File: src/rtl/ah_func_seq.sv
// ---------------------------------------------------------------------------
// ah_func_seq
//
// Purpose: Nios custom-instruction sequencer that drives a pipelined
// floating-point function unit. On start it issues N operands
// float(0), float(1), ..., float(N-1) together with a latched seed. It then
// waits out the unit's pipeline latency, captures the result of the last
// issue and pulses done. A zero issue count returns the seed directly.
//
// Parameters:
//   LATENCY  function-unit pipeline depth in cycles (>= 1)
//   NMAX     maximum issue count (power of two, <= 2^24)
//
// Ports:
//   clk        system clock, rising edge
//   reset      synchronous active-high reset
//   clk_en     custom-instruction clock enable; low freezes all state
//   start      custom-instruction start strobe (sampled in IDLE only)
//   dataa      issue count N (unsigned, clamped to NMAX)
//   datab      IEEE-754 single seed
//   result     IEEE-754 single captured from the last issue
//   done       one-cycle completion pulse
//   fu_dataa   float(i) operand to the function unit
//   fu_datab   latched seed to the function unit
//   fu_clk_en  function-unit pipeline advance enable
//   fu_reset   function-unit reset (pass-through of reset)
//   fu_result  function-unit output
// ---------------------------------------------------------------------------
module ah_func_seq #(
    parameter int LATENCY = 64,
    parameter int NMAX    = 4096
) (
    input  logic        clk,
    input  logic        reset,
    input  logic        clk_en,
    input  logic        start,
    input  logic [31:0] dataa,
    input  logic [31:0] datab,
    output logic [31:0] result,
    output logic        done,
    output logic [31:0] fu_dataa,
    output logic [31:0] fu_datab,
    output logic        fu_clk_en,
    output logic        fu_reset,
    input  logic [31:0] fu_result
);

    // i covers 0..NMAX-1, the clamped count covers 0..NMAX,
    // the drain counter covers 0..LATENCY.
    localparam int IW = (NMAX > 1) ? $clog2(NMAX) : 1;
    localparam int NW = $clog2(NMAX) + 1;
    localparam int DW = (LATENCY > 1) ? $clog2(LATENCY + 1) : 1;

    localparam logic [31:0]   NMAX_W    = 32'(NMAX);
    localparam logic [NW-1:0] NMAX_N    = NW'(NMAX);
    localparam logic [DW-1:0] LATENCY_D = DW'(LATENCY);

    localparam logic [1:0] S_IDLE  = 2'd0;
    localparam logic [1:0] S_ISSUE = 2'd1;
    localparam logic [1:0] S_DRAIN = 2'd2;
    localparam logic [1:0] S_DONE  = 2'd3;

    logic [1:0]    state_reg;
    logic [IW-1:0] i_reg;
    logic [NW-1:0] ncap_reg;
    logic [DW-1:0] drain_reg;
    logic [31:0]   seed_reg;
    logic [31:0]   result_reg;

    logic [NW-1:0] ncap_next;
    logic          last_issue;
    logic [31:0]   i_float;

    // Clamp the requested count to NMAX before it is latched.
    always_comb begin
        ncap_next = (dataa > NMAX_W) ? NMAX_N : dataa[NW-1:0];
    end

    // The last issue is the one with i = Ncap-1 (Ncap is never 0 in ISSUE).
    always_comb begin
        last_issue = (NW'(i_reg) == (ncap_reg - NW'(1)));
    end

    // Exact integer-to-single conversion. Every i fits in 24 bits, so the
    // value is representable without rounding: locate the leading one,
    // normalise it into the hidden-bit position and drop it.
    always_comb begin
        logic [23:0] iv;
        logic [23:0] shifted;
        logic [4:0]  p;
        iv      = 24'(i_reg);
        p       = 5'd0;
        for (int b = 0; b < 24; b++) begin
            if (iv[b]) begin
                p = b[4:0];
            end
        end
        shifted = iv << (5'd23 - p);
        if (iv == 24'd0) begin
            i_float = 32'h0000_0000;
        end else begin
            i_float = {1'b0, 8'd127 + {3'b000, p}, shifted[22:0]};
        end
    end

    always_ff @(posedge clk) begin
        if (reset) begin
            state_reg  <= S_IDLE;
            i_reg      <= '0;
            ncap_reg   <= '0;
            drain_reg  <= '0;
            seed_reg   <= '0;
            result_reg <= '0;
        end else if (clk_en) begin
            case (state_reg)
                S_IDLE: begin
                    if (start) begin
                        seed_reg <= datab;
                        ncap_reg <= ncap_next;
                        i_reg    <= '0;
                        if (ncap_next == '0) begin
                            result_reg <= datab;
                            state_reg  <= S_DONE;
                        end else begin
                            state_reg <= S_ISSUE;
                        end
                    end
                end
                S_ISSUE: begin
                    if (last_issue) begin
                        // i stays put so it never wraps at Ncap = NMAX.
                        drain_reg <= LATENCY_D;
                        state_reg <= S_DRAIN;
                    end else begin
                        i_reg <= i_reg + IW'(1);
                    end
                end
                S_DRAIN: begin
                    drain_reg <= drain_reg - DW'(1);
                    // Counter at 1 is exactly LATENCY enabled cycles after
                    // the last issue, when its result sits on fu_result.
                    if (drain_reg == DW'(1)) begin
                        result_reg <= fu_result;
                        state_reg  <= S_DONE;
                    end
                end
                default: begin
                    state_reg <= S_IDLE;
                end
            endcase
        end
    end

    // The function unit advances only in enabled ISSUE/DRAIN cycles, keeping
    // its pipeline in step with the drain counter across stalls.
    always_comb begin
        done      = (state_reg == S_DONE);
        fu_clk_en = clk_en && ((state_reg == S_ISSUE) || (state_reg == S_DRAIN));
        fu_dataa  = (state_reg == S_ISSUE) ? i_float : 32'h0000_0000;
        fu_datab  = seed_reg;
        fu_reset  = reset;
        result    = result_reg;
    end

endmodule
File: config.mk
export PLATFORM = sky130hd
export DESIGN_NAME = ah_func_seq
export DESIGN_NICKNAME = d
export VERILOG_FILES = /design/src/rtl/ah_func_seq.sv
export SDC_FILE = /design/constraint.sdc
export NUM_CORES = 1
export LEC_CHECK = 0
export ABC_AREA = 1
export CORE_ASPECT_RATIO = 1.75
export CORE_MARGIN = 4
export CORE_UTILIZATION = 42
export DETAILED_ROUTE_END_ITERATION = 12
export PLACE_DENSITY_LB_ADDON = 0.05
export SLEW_MARGIN = 30
export SYNTH_ARGS = -nofsm -noshare
export SYNTH_HDL_FRONTEND = slang
export SYNTH_SLANG_ARGS = --single-unit
File: constraint.sdc
create_clock -name clk -period 2.19 [get_ports clk]
set_clock_uncertainty 0.1 [all_clocks]
set_input_delay 0.3285 -clock clk [delete_from_list [all_inputs] [get_ports clk]]
set_output_delay 0.3285 -clock clk [all_outputs]
set_load 0.005 [all_outputs]
==> results.cfg, run 1 <==
[run_status]
status = complete, but fails checks
violations = negative setup slack

[detailed_routing]
routed_wl_um = 20450
vias = 6812
drc = 0
post_drt_via_cell_ratio = 5.050
wl_per_cell_um = 15.16
ant_nets = 0
drt_iter0_markers = 241
dr.pass1.iters = 4

[die]
ios = 199
die_width_um = 97.40
coreArea_um2 = 13590
rows = 56
dieArea_um2 = 16020
initial_core_util = 0.4322
die_y_um = 164.5

[critical_path]
cpLargestDelayFamily = simple AND/OR/NAND/NOR gates
cp_max_fo = 5
criticalPathCategory = reg -> out
worstSetupEndpointType = primary output
critPathArrivalTime_ns = 1.98
cp-start-kind = flip-flop
path_buf_inv = 3
required_ns = 1.76
crit_top_cell = nand2_1
slowest_stage = dfxtp_2
cpPeakStageDelay_ns = 0.36
cp_cell_sequence = inv_2, nand2_2, nand2_1, nand2_1, nand2_1, nand2_1, nand2_1, nand2_1, nand2_2, nand2_4, buf_12, nand2_4, nand3_4, nand2_4, nor2_2, nor2_1, nor2_1, buf_2

[yosys]
synth_top_cells_by_area = dfxtp_1 (33%), nand2_1 (17%), nor2_1 (9.0%)
synth_cells = 928
syn_avg_cell_area_um2 = 6.330
yosys.area.top_type = dfxtp_1
synth-edff-count = 0
synth_most_common_cell = nand2_1
ys_ff_latch = 98
async_flop_share = 0
synth_top_area_share = 0.3340
ys_warn_count = 0
synth_flop_cell = dfxtp_1
synth_common_cells = nand2_1 (264), nor2_1 (141), dfxtp_1 (98)
yosysSeqAreaShare = 0.3340
synth_cell_type_count = 34
netlist_area_um2 = 5874

[layout]
fin_cells = 1349
nets = 1281
synthToLayoutAreaGrowth_pct = 56.98
layout-drive-gt1-share = 0.2121
final_area_um2 = 9221

[clocking]
clk_pin_slew_worst_paths_ns = 0.07
cts_tree = done
cts_hold_buffers = 0
numCtsBuffers = 9
htreeDepth = 3
root_buffer = clkbuf_16
cts.path.max_buffers = 2
clock_sinks = 98
clk_latency_ns = 0.34

[global_routing]
grt_start_max_net_pins = 44
grt_pass1_wl_um = 32190
grt_pass1_vias = 6808
grt_usage = 0.2432
antenna_found_initial = 0
grt_remaining_overflow = 0

[power_and_ir_drop]
p_leak_nw = 3.939
p_clk_frac = 0.322
ir_drop_v = 0.0004754
swShare = 0.3223
p_int_w = 0.003563
seq_power_share = 0.377
combPwrFrac = 0.302
p_sw_w = 0.001694
power_density_nw_per_um2 = 570.1

[timing]
period_share = 1.100
fin_crit_ns = 2.410
setup_viol = 18
slew_viol_final = 0
setup_tns_ns = -2.463
final.setup.worst_slack_ns = -0.2200
rsz0062_at_grt = yes
hold_viol = 0
max_freq_ghz = 0.4149

[place]
routabilityCongestion = 0.9100
dp_hpwl_um = 14700
portBuffers = 185
pre_cts_slack_ns = -0.2342
placed_area_um2 = 8368
dp_cells = 1318

[min_path]
hp-class = in -> reg

[job]
drv_cap = 0
routing by layer:
layer / share of wire / vias to the layer above / track usage / wire length, µm
met3: 0.052 / 42 / 0.05410 / 1068
met4: 0.032 / 0 / 0.1128 / 654
met2: 0.55 / 182 / 0.4675 / 11240
li1: - / 3458 / - / -
met5: 0 / - / 0 / 0
met1: 0.37 / 3130 / 0.2462 / 7486
area by class of cell:
| type | count | area, µm² |
|---|---|---|
| timing repair buffer | 291 | 2676 |
| tap | 174 | 217.7 |
| fill | 1241 | 4372 |
| antenna | 1 | 2.502 |
| sequential | 98 | 1982 |
| multi-input combinational | 714 | 3814 |
| clock inverter | 7 | 95.09 |
| inverter | 55 | 209.0 |
| clock buffer | 9 | 225.2 |
logic make-up after synthesis:
| family | count (synthesis) | synth area share |
|---|---|---|
| XOR/XNOR | 23 | 0.03429 |
| AO/OA/AOI/OAI | 115 | 0.09947 |
| adder cells (fa/ha/maj) | 12 | 0.02556 |
| AND/OR/NAND/NOR | 551 | 0.4045 |
| other | 1 | 0.0006384 |
| flip-flops | 98 | 0.3340 |
| buffers and inverters | 128 | 0.1016 |
metrics by stage:
step | hold slack, ns | total power (W) | util
after floorplan | 0.3453 | 0.002801 | -
after global placement | 0.3471 | 0.003574 | 0.6156
after detailed placement | 0.3510 | 0.003577 | 0.6156
after CTS | 0.3393 | 0.005275 | 0.6561
after global routing | 0.3497 | 0.005536 | 0.6782
final | 0.3338 | 0.005257 | 0.6784
cell usage in the layout (no fill, tap or decap), drive strengths merged, types with 2 or more instances in the layout:
master	n
nor3	12
or2	3
ha	12
xnor2	4
a21oi	73
nor4	2
a211oi	2
inv	59
nand2	268
conb	13
clkinv	2
nor2	147
o21ai	38
buf	125
clkdlybuf4s50	164
clkbuf	10
xor2	19
nand4	44
nand3	73
dfxtp	98
power by group through the flow:
stage / sequential, W / clock (W) / combinational [W]
3_3_place_gp: 0.00202 / 0 / 0.00155
6_report: 0.00198 / 0.00169 / 0.00158
2_1_floorplan: 0.00203 / 0 / 0.000772
5_1_grt: 0.00200 / 0.00180 / 0.00174
4_1_cts: 0.00198 / 0.00172 / 0.00157
3_5_place_dp: 0.00202 / 0 / 0.00156
final timing paths:
check                                    end  slack (ns)   startpoint  depth (start not counted)
worst max-delay path            fu_dataa[20]       -0.22     i_reg[2]                         18
worst min-delay path            state_reg[0]        0.33        reset                          3
worst max register to register  state_reg[0]        0.17  ncap_reg[1]                         18
worst min register to register    result[17]        0.36   result[17]                          2
worst register-to-register path: stages (launching register included):
cell,delay (ns)
dfxtp_2,0.33
inv_2,0.09
ha_4,0.16
inv_1,0.05
nand2_1,0.08
nand2_1,0.06
nand2_1,0.05
nand2_1,0.05
nor2_2,0.11
nand2_1,0.05
inv_1,0.06
nand3_2,0.08
nor2_4,0.16
nand2_2,0.09
nand2_4,0.09
buf_6,0.12
nand2_1,0.05
nand2_1,0.08
a21oi_2,0.05
timing repair:
| item | 4_1_cts | 5_1_grt |
|---|---|---|
| pin swaps | 24 | 35 |
| setup endpoints to repair | 27 | 52 |
| setup buffers | 10 | 2 |
| hold endpoints to repair | 0 | 0 |
| cloned | 1 | 1 |
| gates resized for setup | 135 | 80 |
(Power assumes the default switching activity.)
==> run 2, diff against run 1 <==
--- a/config.mk
+++ b/config.mk
@@ -7,8 +7,9 @@
 export LEC_CHECK = 0
 export ABC_AREA = 1
 export CORE_ASPECT_RATIO = 1.75
-export CORE_MARGIN = 4
+export CORE_MARGIN = 2
 export CORE_UTILIZATION = 42
+export CTS_CLUSTER_SIZE = 40
 export DETAILED_ROUTE_END_ITERATION = 12
 export PLACE_DENSITY_LB_ADDON = 0.05
 export SLEW_MARGIN = 30
==> results.cfg, run 2 (synthesized netlist as in run 1, its figures left out) <==
[run_status]
status = complete, but fails checks
violations = negative setup slack

[critical_path]
path_buf_inv = 4
cp-start-kind = flip-flop
cpPeakStageDelay_ns = 0.33
r2r_cells = 16
r2r_end = drain_reg[1]
cp-endpoint = fu_dataa[17]
cpLargestDelayFamily = simple AND/OR/NAND/NOR gates
worstSetupEndpointType = primary output
rrSetupSlack_ns = 0.15
cp_max_fo = 4
path_depth = 16
criticalPathCategory = reg -> out
required_ns = 1.76
crit_top_cell = nand2_1
cp_cell_sequence = inv_2, nand2_2, nand2_1, nand2_1, nand2_1, nand2_1, nand2_1, nand2_1, nand2_2, buf_4, buf_2, nand3_1, nand3_2, nand3_1, a21oi_1, buf_2
worstReg2RegStart = i_reg[2]
slowest_stage = dfxtp_2
crit_start = i_reg[2]
critPathArrivalTime_ns = 2.04

[timing]
slew_viol_final = 0
fin_crit_ns = 2.473
hold_viol = 0
final.setup.worst_slack_ns = -0.2833
period_share = 1.129
max_freq_ghz = 0.4043
worst_slew_pin_slew_ns = 0.7147
setup_viol = 18
slew_headroom = 0.5236
rsz0062_at_grt = yes
setup_tns_ns = -3.040

[detailed_routing]
routed_wl_um = 20060
vias = 6820
dr.pass1.iters = 4
post_drt_via_cell_ratio = 5.056
drt_iter0_markers = 254
wl_per_cell_um = 14.87
ant_nets = 0
drc = 0

[layout]
layout_common_cells = nand2_1 (250), clkdlybuf4s50_1 (164), nor2_1 (134), buf_4 (86), dfxtp_1 (85)
fin_cells = 1349
synthToLayoutAreaGrowth_pct = 53.31
layout-drive-gt1-share = 0.1937
final_common_cell = nand2_1
n_antenna_cell = 0
post-route-util = 0.6543
fill_cells = 1264
nets = 1279

[global_routing]
antenna_found_initial = 0
grt_pass1_vias = 6734
grt_pass1_wl_um = 32150
grt_usage = 0.2666
grt_remaining_overflow = 0
grt_start_max_net_pins = 66

[place]
dp_hpwl_um = 14280
routabilityCongestion = 0.9392
dp_cells = 1315
pre_cts_slack_ns = -0.2579
portBuffers = 185

[clocking]
cts_hold_buffers = 0
htreeDepth = 3
root_buffer = clkbuf_16
numCtsBuffers = 9
clk_latency_ns = 0.34
clk_pin_slew_worst_paths_ns = 0.07
cts_tree = done
clock_sinks = 98
cts.path.max_buffers = 2

[die]
coreArea_um2 = 13760
rows = 57
die_width_um = 93.40
ios = 199
initial_core_util = 0.4268
dieArea_um2 = 14990
die_y_um = 160.5

[power_and_ir_drop]
p_int_w = 0.003515
swShare = 0.3147
ir_drop_v = 0.0004508
p_leak_nw = 3.895
seq_power_share = 0.386
p_clk_frac = 0.313
power_density_nw_per_um2 = 569.6
p_sw_w = 0.001614
power.total_w = 0.005130
combPwrFrac = 0.300

[job]
drv_cap = 0

[min_path]
hp-class = in -> reg
-- run 2: power groups by stage --
stage                     combinational, W  sequential [W]  clock (W)
after detailed placement           0.00153         0.00202          0
after global placement             0.00153         0.00202          0
after floorplan                   0.000772         0.00203          0
after CTS                          0.00155         0.00198    0.00165
after global routing               0.00171         0.00200    0.00173
final                              0.00154         0.00198    0.00161
-- run 2: tightest hold or removal path, delay by kind of cell --
family	cells	cell delay (ns)
buf+inv	2	0.16
simple gates	2	0.09
-- run 2: how the worst min path moves through the flow --
| stage | startpoint | cells past startpoint | slack, ns | end |
|---|---|---|---|---|
| after floorplan | ncap_reg[1] | 2 | 0.35 | ncap_reg[1] |
| after global placement | result[21] | 2 | 0.35 | result[21] |
| after detailed placement | result[7] | 2 | 0.35 | result[7] |
| after CTS | reset | 4 | 0.17 | state_reg[1] |
| after global routing | reset | 4 | 0.19 | state_reg[1] |
| final | reset | 4 | 0.18 | state_reg[1] |
-- run 2: timing repair --
| action | 4_1_cts | 5_1_grt |
|---|---|---|
| gates cloned | 1 | 0 |
| setup buffers | 16 | 2 |
| resized for setup | 125 | 41 |
| setup endpoints to repair | 26 | 69 |
| pin swaps | 22 | 13 |
-- run 2: cell type report --
cell class,count,area (µm²),share of cell area
multi-input cells,714,3642,0.4044
repair buffers,289,2650,0.2942
flip-flops and latches,98,1981,0.2199
clock buffers,10,229.0,0.02542
well taps,177,221.5,0.02459
inverters,55,209.0,0.02320
clock inverters,6,73.82,0.008197
-- run 2: per-stage QoR --
| step | hold slack, ns | area, µm² |
|---|---|---|
| 3_3_place_gp | 0.3468 | 8314 |
| 2_1_floorplan | 0.3453 | 5919 |
| 5_1_grt | 0.1856 | 9006 |
| 6_report | 0.1836 | 9006 |
| 3_5_place_dp | 0.3522 | 8314 |
| 4_1_cts | 0.1724 | 8896 |
-- run 2: layer usage --
metal  global-route usage  vias up  wire, µm
met4               0.1023        0       616
met5                    0        -         0
met2               0.5056      201     10930
met3              0.05535       45      1113
li1                     -     3454         -
met1               0.2791     3120      7399
